===== config.mk =====
export PLATFORM = sky130hd
export DESIGN_NAME = decode_stage_flat
export DESIGN_NICKNAME = d
export VERILOG_FILES = /design/src/rtl/decode_stage_if.sv /design/src/rtl/decode_stage.sv /design/src/flat_wrapper.sv
export SDC_FILE = /design/constraint.sdc
export NUM_CORES = 2
export LEC_CHECK = 0
export CAP_MARGIN = 10
export CORE_MARGIN = 10
export CORE_UTILIZATION = 56
export CTS_CLUSTER_SIZE = 8
export DETAILED_ROUTE_END_ITERATION = 6
export GPL_ROUTABILITY_DRIVEN = 1
export PLACE_DENSITY = 0.84
export SLEW_MARGIN = 15
export SYNTH_ARGS = -nofsm -noshare
export SYNTH_HDL_FRONTEND = slang
export SYNTH_SLANG_ARGS = --single-unit

===== constraint.sdc =====
create_clock -name clock_i -period 34.6 [get_ports clock_i]
set_input_delay 3.46 -clock clock_i [delete_from_list [all_inputs] [get_ports clock_i]]
set_output_delay 3.46 -clock clock_i [all_outputs]
set_load 0.05 [all_outputs]

===== src/rtl/decode_stage_if.sv =====
// ID-stage bus: IF/ID instruction, WB write port, debug read port and ID/EX outputs.
interface decode_stage_if #(
    parameter int NB_DATA   = 32,
    parameter int NB_REG    = 5,
    parameter int NB_OPCODE = 6
);
    logic                 enable_i;
    logic                 flush_i;
    logic [NB_DATA-1:0]   instruction_i;
    logic                 reg_write_i;
    logic [NB_REG-1:0]    write_register_i;
    logic [NB_DATA-1:0]   data_rw_i;
    logic [NB_REG-1:0]    dbg_addr_i;
    logic [NB_DATA-1:0]   dbg_data_o;
    logic                 stall_o;
    logic                 halted_o;
    logic [NB_OPCODE-1:0] ex_opcode_o;
    logic [NB_OPCODE-1:0] ex_funct_o;
    logic [NB_REG-1:0]    ex_rs_o;
    logic [NB_REG-1:0]    ex_rt_o;
    logic [NB_REG-1:0]    ex_rd_o;
    logic [NB_REG-1:0]    ex_shamt_o;
    logic [NB_DATA-1:0]   ex_data_ra_o;
    logic [NB_DATA-1:0]   ex_data_rb_o;
    logic [NB_DATA-1:0]   ex_imm_o;
    logic [1:0]           ex_reg_dst_o;
    logic                 ex_alu_src_o;
    logic                 ex_mem_read_o;
    logic                 ex_mem_write_o;
    logic                 ex_mem_to_reg_o;
    logic                 ex_reg_write_o;
    logic                 ex_branch_o;

    modport master (
        output enable_i, flush_i, instruction_i, reg_write_i, write_register_i, data_rw_i, dbg_addr_i,
        input  dbg_data_o, stall_o, halted_o, ex_opcode_o, ex_funct_o, ex_rs_o, ex_rt_o, ex_rd_o,
               ex_shamt_o, ex_data_ra_o, ex_data_rb_o, ex_imm_o, ex_reg_dst_o, ex_alu_src_o,
               ex_mem_read_o, ex_mem_write_o, ex_mem_to_reg_o, ex_reg_write_o, ex_branch_o
    );

    modport slave (
        input  enable_i, flush_i, instruction_i, reg_write_i, write_register_i, data_rw_i, dbg_addr_i,
        output dbg_data_o, stall_o, halted_o, ex_opcode_o, ex_funct_o, ex_rs_o, ex_rt_o, ex_rd_o,
               ex_shamt_o, ex_data_ra_o, ex_data_rb_o, ex_imm_o, ex_reg_dst_o, ex_alu_src_o,
               ex_mem_read_o, ex_mem_write_o, ex_mem_to_reg_o, ex_reg_write_o, ex_branch_o
    );
endinterface


===== src/rtl/decode_stage.sv =====
// MIPS decode stage: register bank, opcode decode, load-use stall and ID/EX register.
// Optional `REGFILE_BYPASS_EN: WB write data forwarded to same-cycle rs/rt/dbg reads.
module decode_stage #(
    parameter int NB_DATA   = 32,
    parameter int NB_REG    = 5,
    parameter int NB_OPCODE = 6
) (
    input logic           clock_i,
    input logic           reset_i,
    decode_stage_if.slave bus
);
    localparam logic [5:0] OP_RTYPE = 6'b000000;
    localparam logic [5:0] OP_LW    = 6'b100011;
    localparam logic [5:0] OP_SW    = 6'b101011;
    localparam logic [5:0] OP_ADDI  = 6'b001000;
    localparam logic [5:0] OP_BEQ   = 6'b000100;
    localparam logic [5:0] OP_JAL   = 6'b000011;
    localparam logic [5:0] OP_HALT  = 6'b111111;

    typedef struct packed {
        logic [NB_OPCODE-1:0] opcode;
        logic [NB_OPCODE-1:0] funct;
        logic [NB_REG-1:0]    rs;
        logic [NB_REG-1:0]    rt;
        logic [NB_REG-1:0]    rd;
        logic [NB_REG-1:0]    shamt;
        logic [NB_DATA-1:0]   data_ra;
        logic [NB_DATA-1:0]   data_rb;
        logic [NB_DATA-1:0]   imm;
        logic [1:0]           reg_dst;
        logic                 alu_src;
        logic                 mem_read;
        logic                 mem_write;
        logic                 mem_to_reg;
        logic                 reg_write;
        logic                 branch;
    } idex_t;

    logic [NB_DATA-1:0] regs_q [2**NB_REG];
    logic [NB_DATA-1:0] regs_d [2**NB_REG];
    idex_t              ex_q, ex_d, dec;
    logic               halted_q, halted_d;

    logic [5:0]         op_raw;
    logic signed [15:0] imm16;
    logic [NB_REG-1:0]  rs, rt;
    logic               wr_hit, is_halt, stall;
    logic [NB_DATA-1:0] ra, rb, dbg;

    assign op_raw = bus.instruction_i[31:26];
    assign imm16  = $signed(bus.instruction_i[15:0]);
    assign rs     = NB_REG'(bus.instruction_i[25:21]);
    assign rt     = NB_REG'(bus.instruction_i[20:16]);
    assign wr_hit = bus.reg_write_i && (bus.write_register_i != '0);

    always_comb begin
        ra  = (rs == '0) ? '0 : regs_q[rs];
        rb  = (rt == '0) ? '0 : regs_q[rt];
        dbg = (bus.dbg_addr_i == '0) ? '0 : regs_q[bus.dbg_addr_i];
`ifdef REGFILE_BYPASS_EN
        if (wr_hit && bus.write_register_i == rs)         ra  = bus.data_rw_i;
        if (wr_hit && bus.write_register_i == rt)         rb  = bus.data_rw_i;
        if (wr_hit && bus.write_register_i == bus.dbg_addr_i) dbg = bus.data_rw_i;
`endif
    end

    // Register 0 is never written, so it stays at its reset value of 0.
    always_comb begin
        regs_d = regs_q;
        if (wr_hit) regs_d[bus.write_register_i] = bus.data_rw_i;
    end

    always_comb begin
        dec         = '0;
        dec.opcode  = NB_OPCODE'(op_raw);
        dec.funct   = NB_OPCODE'(bus.instruction_i[5:0]);
        dec.rs      = rs;
        dec.rt      = rt;
        dec.rd      = NB_REG'(bus.instruction_i[15:11]);
        dec.shamt   = NB_REG'(bus.instruction_i[10:6]);
        dec.data_ra = ra;
        dec.data_rb = rb;
        dec.imm     = NB_DATA'(imm16);
        is_halt     = 1'b0;
        case (op_raw)
            OP_RTYPE: begin dec.reg_dst = 2'b01; dec.reg_write = 1'b1; end
            OP_LW: begin
                dec.alu_src = 1'b1; dec.mem_read = 1'b1;
                dec.mem_to_reg = 1'b1; dec.reg_write = 1'b1;
            end
            OP_SW:   begin dec.alu_src = 1'b1; dec.mem_write = 1'b1; end
            OP_ADDI: begin dec.alu_src = 1'b1; dec.reg_write = 1'b1; end
            OP_BEQ:  dec.branch = 1'b1;
            OP_JAL:  begin dec.reg_write = 1'b1; dec.reg_dst = 2'b10; end
            OP_HALT: is_halt = 1'b1;
            default: ;
        endcase
    end

    // Load-use hazard: the load in EX targets a register this instruction reads.
    assign stall = ex_q.mem_read && (ex_q.rt != '0) &&
                   ((ex_q.rt == rs) || (ex_q.rt == rt)) && !halted_q;

    always_comb begin
        ex_d     = ex_q;
        halted_d = halted_q;
        if (bus.enable_i) begin
            if (bus.flush_i || stall || halted_q) begin
                ex_d = '0;
            end else begin
                ex_d     = dec;
                halted_d = is_halt;
            end
        end
    end

    always_ff @(posedge clock_i or posedge reset_i) begin
        if (reset_i) begin
            ex_q     <= '0;
            halted_q <= 1'b0;
            for (int i = 0; i < 2**NB_REG; i++) regs_q[i] <= '0;
        end else begin
            ex_q     <= ex_d;
            halted_q <= halted_d;
            regs_q   <= regs_d;
        end
    end

    assign bus.dbg_data_o      = dbg;
    assign bus.stall_o         = stall;
    assign bus.halted_o        = halted_q;
    assign bus.ex_opcode_o     = ex_q.opcode;
    assign bus.ex_funct_o      = ex_q.funct;
    assign bus.ex_rs_o         = ex_q.rs;
    assign bus.ex_rt_o         = ex_q.rt;
    assign bus.ex_rd_o         = ex_q.rd;
    assign bus.ex_shamt_o      = ex_q.shamt;
    assign bus.ex_data_ra_o    = ex_q.data_ra;
    assign bus.ex_data_rb_o    = ex_q.data_rb;
    assign bus.ex_imm_o        = ex_q.imm;
    assign bus.ex_reg_dst_o    = ex_q.reg_dst;
    assign bus.ex_alu_src_o    = ex_q.alu_src;
    assign bus.ex_mem_read_o   = ex_q.mem_read;
    assign bus.ex_mem_write_o  = ex_q.mem_write;
    assign bus.ex_mem_to_reg_o = ex_q.mem_to_reg;
    assign bus.ex_reg_write_o  = ex_q.reg_write;
    assign bus.ex_branch_o     = ex_q.branch;
endmodule


===== src/flat_wrapper.sv =====
// flat-port wrapper written by rule: the top's interface ports become plain ports
module decode_stage_flat 
#(
    parameter int NB_DATA   = 32,
    parameter int NB_REG    = 5,
    parameter int NB_OPCODE = 6
)
  (clock_i, reset_i, bus_enable_i, bus_flush_i, bus_instruction_i, bus_reg_write_i, bus_write_register_i, bus_data_rw_i, bus_dbg_addr_i, bus_dbg_data_o, bus_stall_o, bus_halted_o, bus_ex_opcode_o, bus_ex_funct_o, bus_ex_rs_o, bus_ex_rt_o, bus_ex_rd_o, bus_ex_shamt_o, bus_ex_data_ra_o, bus_ex_data_rb_o, bus_ex_imm_o, bus_ex_reg_dst_o, bus_ex_alu_src_o, bus_ex_mem_read_o, bus_ex_mem_write_o, bus_ex_mem_to_reg_o, bus_ex_reg_write_o, bus_ex_branch_o);
  decode_stage_if #(.NB_DATA(NB_DATA), .NB_REG(NB_REG), .NB_OPCODE(NB_OPCODE)) bus_i ();
  input logic clock_i;
  input logic reset_i;
  input wire logic [$bits(bus_i.enable_i)-1:0] bus_enable_i;
  input wire logic [$bits(bus_i.flush_i)-1:0] bus_flush_i;
  input wire logic [$bits(bus_i.instruction_i)-1:0] bus_instruction_i;
  input wire logic [$bits(bus_i.reg_write_i)-1:0] bus_reg_write_i;
  input wire logic [$bits(bus_i.write_register_i)-1:0] bus_write_register_i;
  input wire logic [$bits(bus_i.data_rw_i)-1:0] bus_data_rw_i;
  input wire logic [$bits(bus_i.dbg_addr_i)-1:0] bus_dbg_addr_i;
  output wire logic [$bits(bus_i.dbg_data_o)-1:0] bus_dbg_data_o;
  output wire logic [$bits(bus_i.stall_o)-1:0] bus_stall_o;
  output wire logic [$bits(bus_i.halted_o)-1:0] bus_halted_o;
  output wire logic [$bits(bus_i.ex_opcode_o)-1:0] bus_ex_opcode_o;
  output wire logic [$bits(bus_i.ex_funct_o)-1:0] bus_ex_funct_o;
  output wire logic [$bits(bus_i.ex_rs_o)-1:0] bus_ex_rs_o;
  output wire logic [$bits(bus_i.ex_rt_o)-1:0] bus_ex_rt_o;
  output wire logic [$bits(bus_i.ex_rd_o)-1:0] bus_ex_rd_o;
  output wire logic [$bits(bus_i.ex_shamt_o)-1:0] bus_ex_shamt_o;
  output wire logic [$bits(bus_i.ex_data_ra_o)-1:0] bus_ex_data_ra_o;
  output wire logic [$bits(bus_i.ex_data_rb_o)-1:0] bus_ex_data_rb_o;
  output wire logic [$bits(bus_i.ex_imm_o)-1:0] bus_ex_imm_o;
  output wire logic [$bits(bus_i.ex_reg_dst_o)-1:0] bus_ex_reg_dst_o;
  output wire logic [$bits(bus_i.ex_alu_src_o)-1:0] bus_ex_alu_src_o;
  output wire logic [$bits(bus_i.ex_mem_read_o)-1:0] bus_ex_mem_read_o;
  output wire logic [$bits(bus_i.ex_mem_write_o)-1:0] bus_ex_mem_write_o;
  output wire logic [$bits(bus_i.ex_mem_to_reg_o)-1:0] bus_ex_mem_to_reg_o;
  output wire logic [$bits(bus_i.ex_reg_write_o)-1:0] bus_ex_reg_write_o;
  output wire logic [$bits(bus_i.ex_branch_o)-1:0] bus_ex_branch_o;
  assign bus_i.enable_i = bus_enable_i;
  assign bus_i.flush_i = bus_flush_i;
  assign bus_i.instruction_i = bus_instruction_i;
  assign bus_i.reg_write_i = bus_reg_write_i;
  assign bus_i.write_register_i = bus_write_register_i;
  assign bus_i.data_rw_i = bus_data_rw_i;
  assign bus_i.dbg_addr_i = bus_dbg_addr_i;
  assign bus_dbg_data_o = bus_i.dbg_data_o;
  assign bus_stall_o = bus_i.stall_o;
  assign bus_halted_o = bus_i.halted_o;
  assign bus_ex_opcode_o = bus_i.ex_opcode_o;
  assign bus_ex_funct_o = bus_i.ex_funct_o;
  assign bus_ex_rs_o = bus_i.ex_rs_o;
  assign bus_ex_rt_o = bus_i.ex_rt_o;
  assign bus_ex_rd_o = bus_i.ex_rd_o;
  assign bus_ex_shamt_o = bus_i.ex_shamt_o;
  assign bus_ex_data_ra_o = bus_i.ex_data_ra_o;
  assign bus_ex_data_rb_o = bus_i.ex_data_rb_o;
  assign bus_ex_imm_o = bus_i.ex_imm_o;
  assign bus_ex_reg_dst_o = bus_i.ex_reg_dst_o;
  assign bus_ex_alu_src_o = bus_i.ex_alu_src_o;
  assign bus_ex_mem_read_o = bus_i.ex_mem_read_o;
  assign bus_ex_mem_write_o = bus_i.ex_mem_write_o;
  assign bus_ex_mem_to_reg_o = bus_i.ex_mem_to_reg_o;
  assign bus_ex_reg_write_o = bus_i.ex_reg_write_o;
  assign bus_ex_branch_o = bus_i.ex_branch_o;
  decode_stage #(.NB_DATA(NB_DATA), .NB_REG(NB_REG), .NB_OPCODE(NB_OPCODE)) u_core (.clock_i(clock_i), .reset_i(reset_i), .bus(bus_i));
endmodule

==> results.py <==
metrics = {
    "place": {
        "io_buffer_count": 248,
        "placed_cells": 6107,
        "place_congestion": 0.912,
        "dp_hpwl_um": 135000,
        "place_ws_ns": 22.90,
    },
    "die": {
        "core_area_um2": 118000,
        "die_h_um": 364,
        "num_rows": 126,
        "start_util_pct": 56.3,
        "die-area_um2": 133000,
        "pin_count": 249,
        "die_x_um": 364,
    },
    "timing": {
        "slew_headroom_pct": 14.0,
        "finalMaxSlewViolations": 0,
        "fin_skew_ns": 0.0429,
        "rsz0062_at_grt": "false",
        "period_share_pct": 34.7,
        "hold_viol_final": 0,
        "whs_ns": 0.422,
        "timing.final.ws_setup_ns": 22.60,
        "fin_crit_ns": 12.00,
        "worst_pin_slew_ns": 1.29,
        "setup_viol": 0,
        "fin_tns_setup_ns": 0,
        "max_freq_mhz": 83.3,
    },
    "clock_tree": {
        "cts_tree": "done",
        "htree_levels": 4,
        "clock-sinks": 1128,
        "cts_resized": 0,
        "root_buffer": "clkbuf_16",
        "cts_made_buffers": 158,
        "cts_hold_buf": 0,
        "path_clk_slew_ns": 0.05,
        "clock_latency_ns": 0.79,
        "clk_path_buf_depth": 3,
        "postCtsSetupBuffers": 0,
    },
    "setup_path": {
        "start_kind": "input pin",
        "slowest_delay_ns": 1.06,
        "endpoint_kind": "output pin",
        "setup.worst_path.class": "input pin to output pin",
        "cp_slowest_cell": "a221oi_1",
        "cp.arrival_ns": 8.54,
        "path_max_fanout": 52,
        "path_cells": "buf_8 -> buf_4 -> buf_4 -> mux4_2 -> mux4_2 -> inv_1 -> a221oi_1 -> clkdlybuf4s50_1",
        "critPathRequiredTime_ns": 31.14,
    },
    "run_status": {
        "outcome": "complete, but fails checks",
        "violations": "design-rule violations",
    },
    "global_route": {
        "busiest_layer": "met2",
        "grt_pass1_wl_um": 347000,
        "grt_util_met3_pct": 17.8,
        "track_usage_pct": 35.5,
        "gr-usage-met1_pct": 43.4,
        "use_met2_pct": 48.5,
        "grt_antenna_before_repair": 24,
        "grt_pass1_vias": 50400,
        "grt_max_degree": 159,
        "grt-ovfl-total": 0,
    },
    "power": {
        "fin_total_pwr_w": 0.00411,
        "vdd_drop_max_uv": 49.8,
        "power.density_nw_per_um2": 55.9,
        "power_leakage_nw": 31.1,
    },
    "final_layout": {
        "final_common_cell": "dfrtp_1",
        "fill_cells": 8387,
        "drive_gt1_share_pct": 42.5,
        "layout.cells.most_common_list": "dfrtp_1, mux2_2, mux4_2, mux2i_1, clkdlybuf4s50_1",
        "fin_cells": 6296,
        "final_net_count": 4811,
        "syn2layout_area_growth_pct": 10.6,
    },
    "detailed_routing": {
        "vias": 50300,
        "drc": 10,
        "drt-initial-drc-count": 8750,
        "avgViaCountPerCell": 7.99,
        "drtAntennaViolNets": 0,
        "dr.pass1.iters": 7,
        "wl_um": 240000,
        "wl_per_cell_um": 38.2,
    },
    "logic_synthesis": {
        "synth_seq_cells": 1128,
        "ys.flop_type": "dfrtp_1",
        "async_flop_share_pct": 100,
        "yosys_warnings": 0,
        "synth-seq-area-share_pct": 42.5,
        "synth.avg_cell_area_um2": 13.9,
        "syn_area_um2": 66400,
        "syn_nets": 4868,
        "syn-instance-count": 4789,
        "synth_edf_count": 0,
        "ys_types": 52,
    },
    "hold_path": {
        "hold_path.class": "flip-flop to flip-flop",
    },
    "run": {
        "drv_cap": 0,
    },
}
[final timing paths]
check                      slack [ns]                   from                           to  depth (start not counted)
max                             22.60      bus_dbg_addr_i[0]           bus_dbg_data_o[17]                          8
min                              0.42     u_core.regs_q[996]           u_core.regs_q[996]                          0
max reg2reg                     32.00  u_core.bus.ex_rt_o[2]  u_core.bus.ex_data_rb_o[26]                          6
min reg2reg                      0.42     u_core.regs_q[996]           u_core.regs_q[996]                          0
max in group asynchronous       27.54                reset_i           u_core.regs_q[786]                          6
min in group asynchronous        3.25                reset_i    u_core.bus.ex_opcode_o[5]                          2
[stage by stage]
| stage | util, % | cell area (µm²) |
|---|---|---|
| after floorplan | - | 66400 |
| after global placement | 58.7 | 69200 |
| after detailed placement | 58.7 | 69200 |
| after CTS | 62.3 | 73400 |
| after global routing | 62.3 | 73500 |
| final | 62.3 | 73500 |
[layout make-up]
cell class / count / area [µm²] / area share (%)
Timing Repair Buffer: 366 / 3460 / 4.71
Sequential cell: 1128 / 28200 / 38.4
Clock buffer: 162 / 4050 / 5.52
Tap cell: 1536 / 1920 / 2.61
Inverter: 108 / 409 / 0.557
Multi-Input combinational cell: 2970 / 35200 / 47.9
Clock inverter: 11 / 155 / 0.211
Antenna cell: 15 / 37.5 / 0.0511
[per-layer routing]
layer / vias to the layer above / wire length [µm]
met3: 1343 / 42500
met4: 30 / 19700
met2: 4947 / 98100
met1: 25400 / 79800
met5: - / 411
li1: 18600 / -
[registers in the layout, indices dropped and copies added, names as in the netlist, 2 cells and up]
register	count
u_core.regs_q	1024
u_core.bus.ex_reg_dst_o	2
u_core.bus.ex_data_ra_o	32
u_core.bus.ex_rs_o	5
u_core.bus.ex_data_rb_o	32
u_core.bus.ex_imm_o	16
u_core.bus.ex_opcode_o	6
u_core.bus.ex_rt_o	5
[worst max-delay path, delay by kind of cell]
family	cells	cell delay (ns)
AO/OA/AOI/OAI	1	1.06
buffers and inverters	5	3.24
multiplexers	2	0.61
[power by group]
part	switching [W]	internal, W	leakage [nW]
clock	0.000580	0.000821	2.07
combinational	0.000398	0.000512	14.4
sequential	0.000245	0.00155	14.6
total	0.00122	0.00288	31.1
[cell usage after synthesis (2+ instances only)]
master | instances | area share (%)
a211o_1 | 27 | 0.36
a211oi_1 | 3 | 0.034
a21oi_1 | 33 | 0.25
a221o_1 | 12 | 0.18
a221oi_1 | 82 | 1.1
a22oi_1 | 125 | 1.4
a31oi_1 | 2 | 0.019
and4_1 | 31 | 0.41
buf_1 | 52 | 0.29
buf_12 | 10 | 0.30
buf_2 | 122 | 0.92
buf_4 | 66 | 0.75
buf_6 | 16 | 0.27
clkbuf_1 | 314 | 1.8
clkbuf_4 | 3 | 0.034
dfrtp_1 | 1128 | 42
inv_1 | 107 | 0.60
mux2_2 | 1113 | 19
mux2i_1 | 399 | 6.0
mux4_2 | 527 | 18
nand2_1 | 25 | 0.14
nand2b_1 | 32 | 0.30
nand3_1 | 16 | 0.12
nand3b_1 | 5 | 0.057
nor2_1 | 78 | 0.44
nor2b_1 | 2 | 0.019
nor3_1 | 36 | 0.27
nor3b_1 | 4 | 0.045
nor4b_1 | 3 | 0.040
nor4bb_1 | 3 | 0.045
o211ai_1 | 2 | 0.023
o21ai_0 | 33 | 0.25
o221ai_1 | 60 | 0.79
o22ai_1 | 195 | 1.8
o32ai_1 | 23 | 0.30
o32ai_2 | 12 | 0.29
o41ai_1 | 32 | 0.42
or3b_2 | 2 | 0.026
or4_1 | 32 | 0.36
xor2_1 | 10 | 0.13
[cell families (layout without fill, tap and decap cells)]
family,Yosys count,count (layout),synth area share (%)
XOR/XNOR,10,10,0.132
multiplexers,2040,2040,42.8
buffers and inverters,691,647,4.95
other,0,15,0
AO/OA/AOI/OAI,643,643,7.28
flip-flops,1128,1128,42.5
AND/OR/NAND/NOR,277,277,2.36
Power figures use the tool's default switching activity.
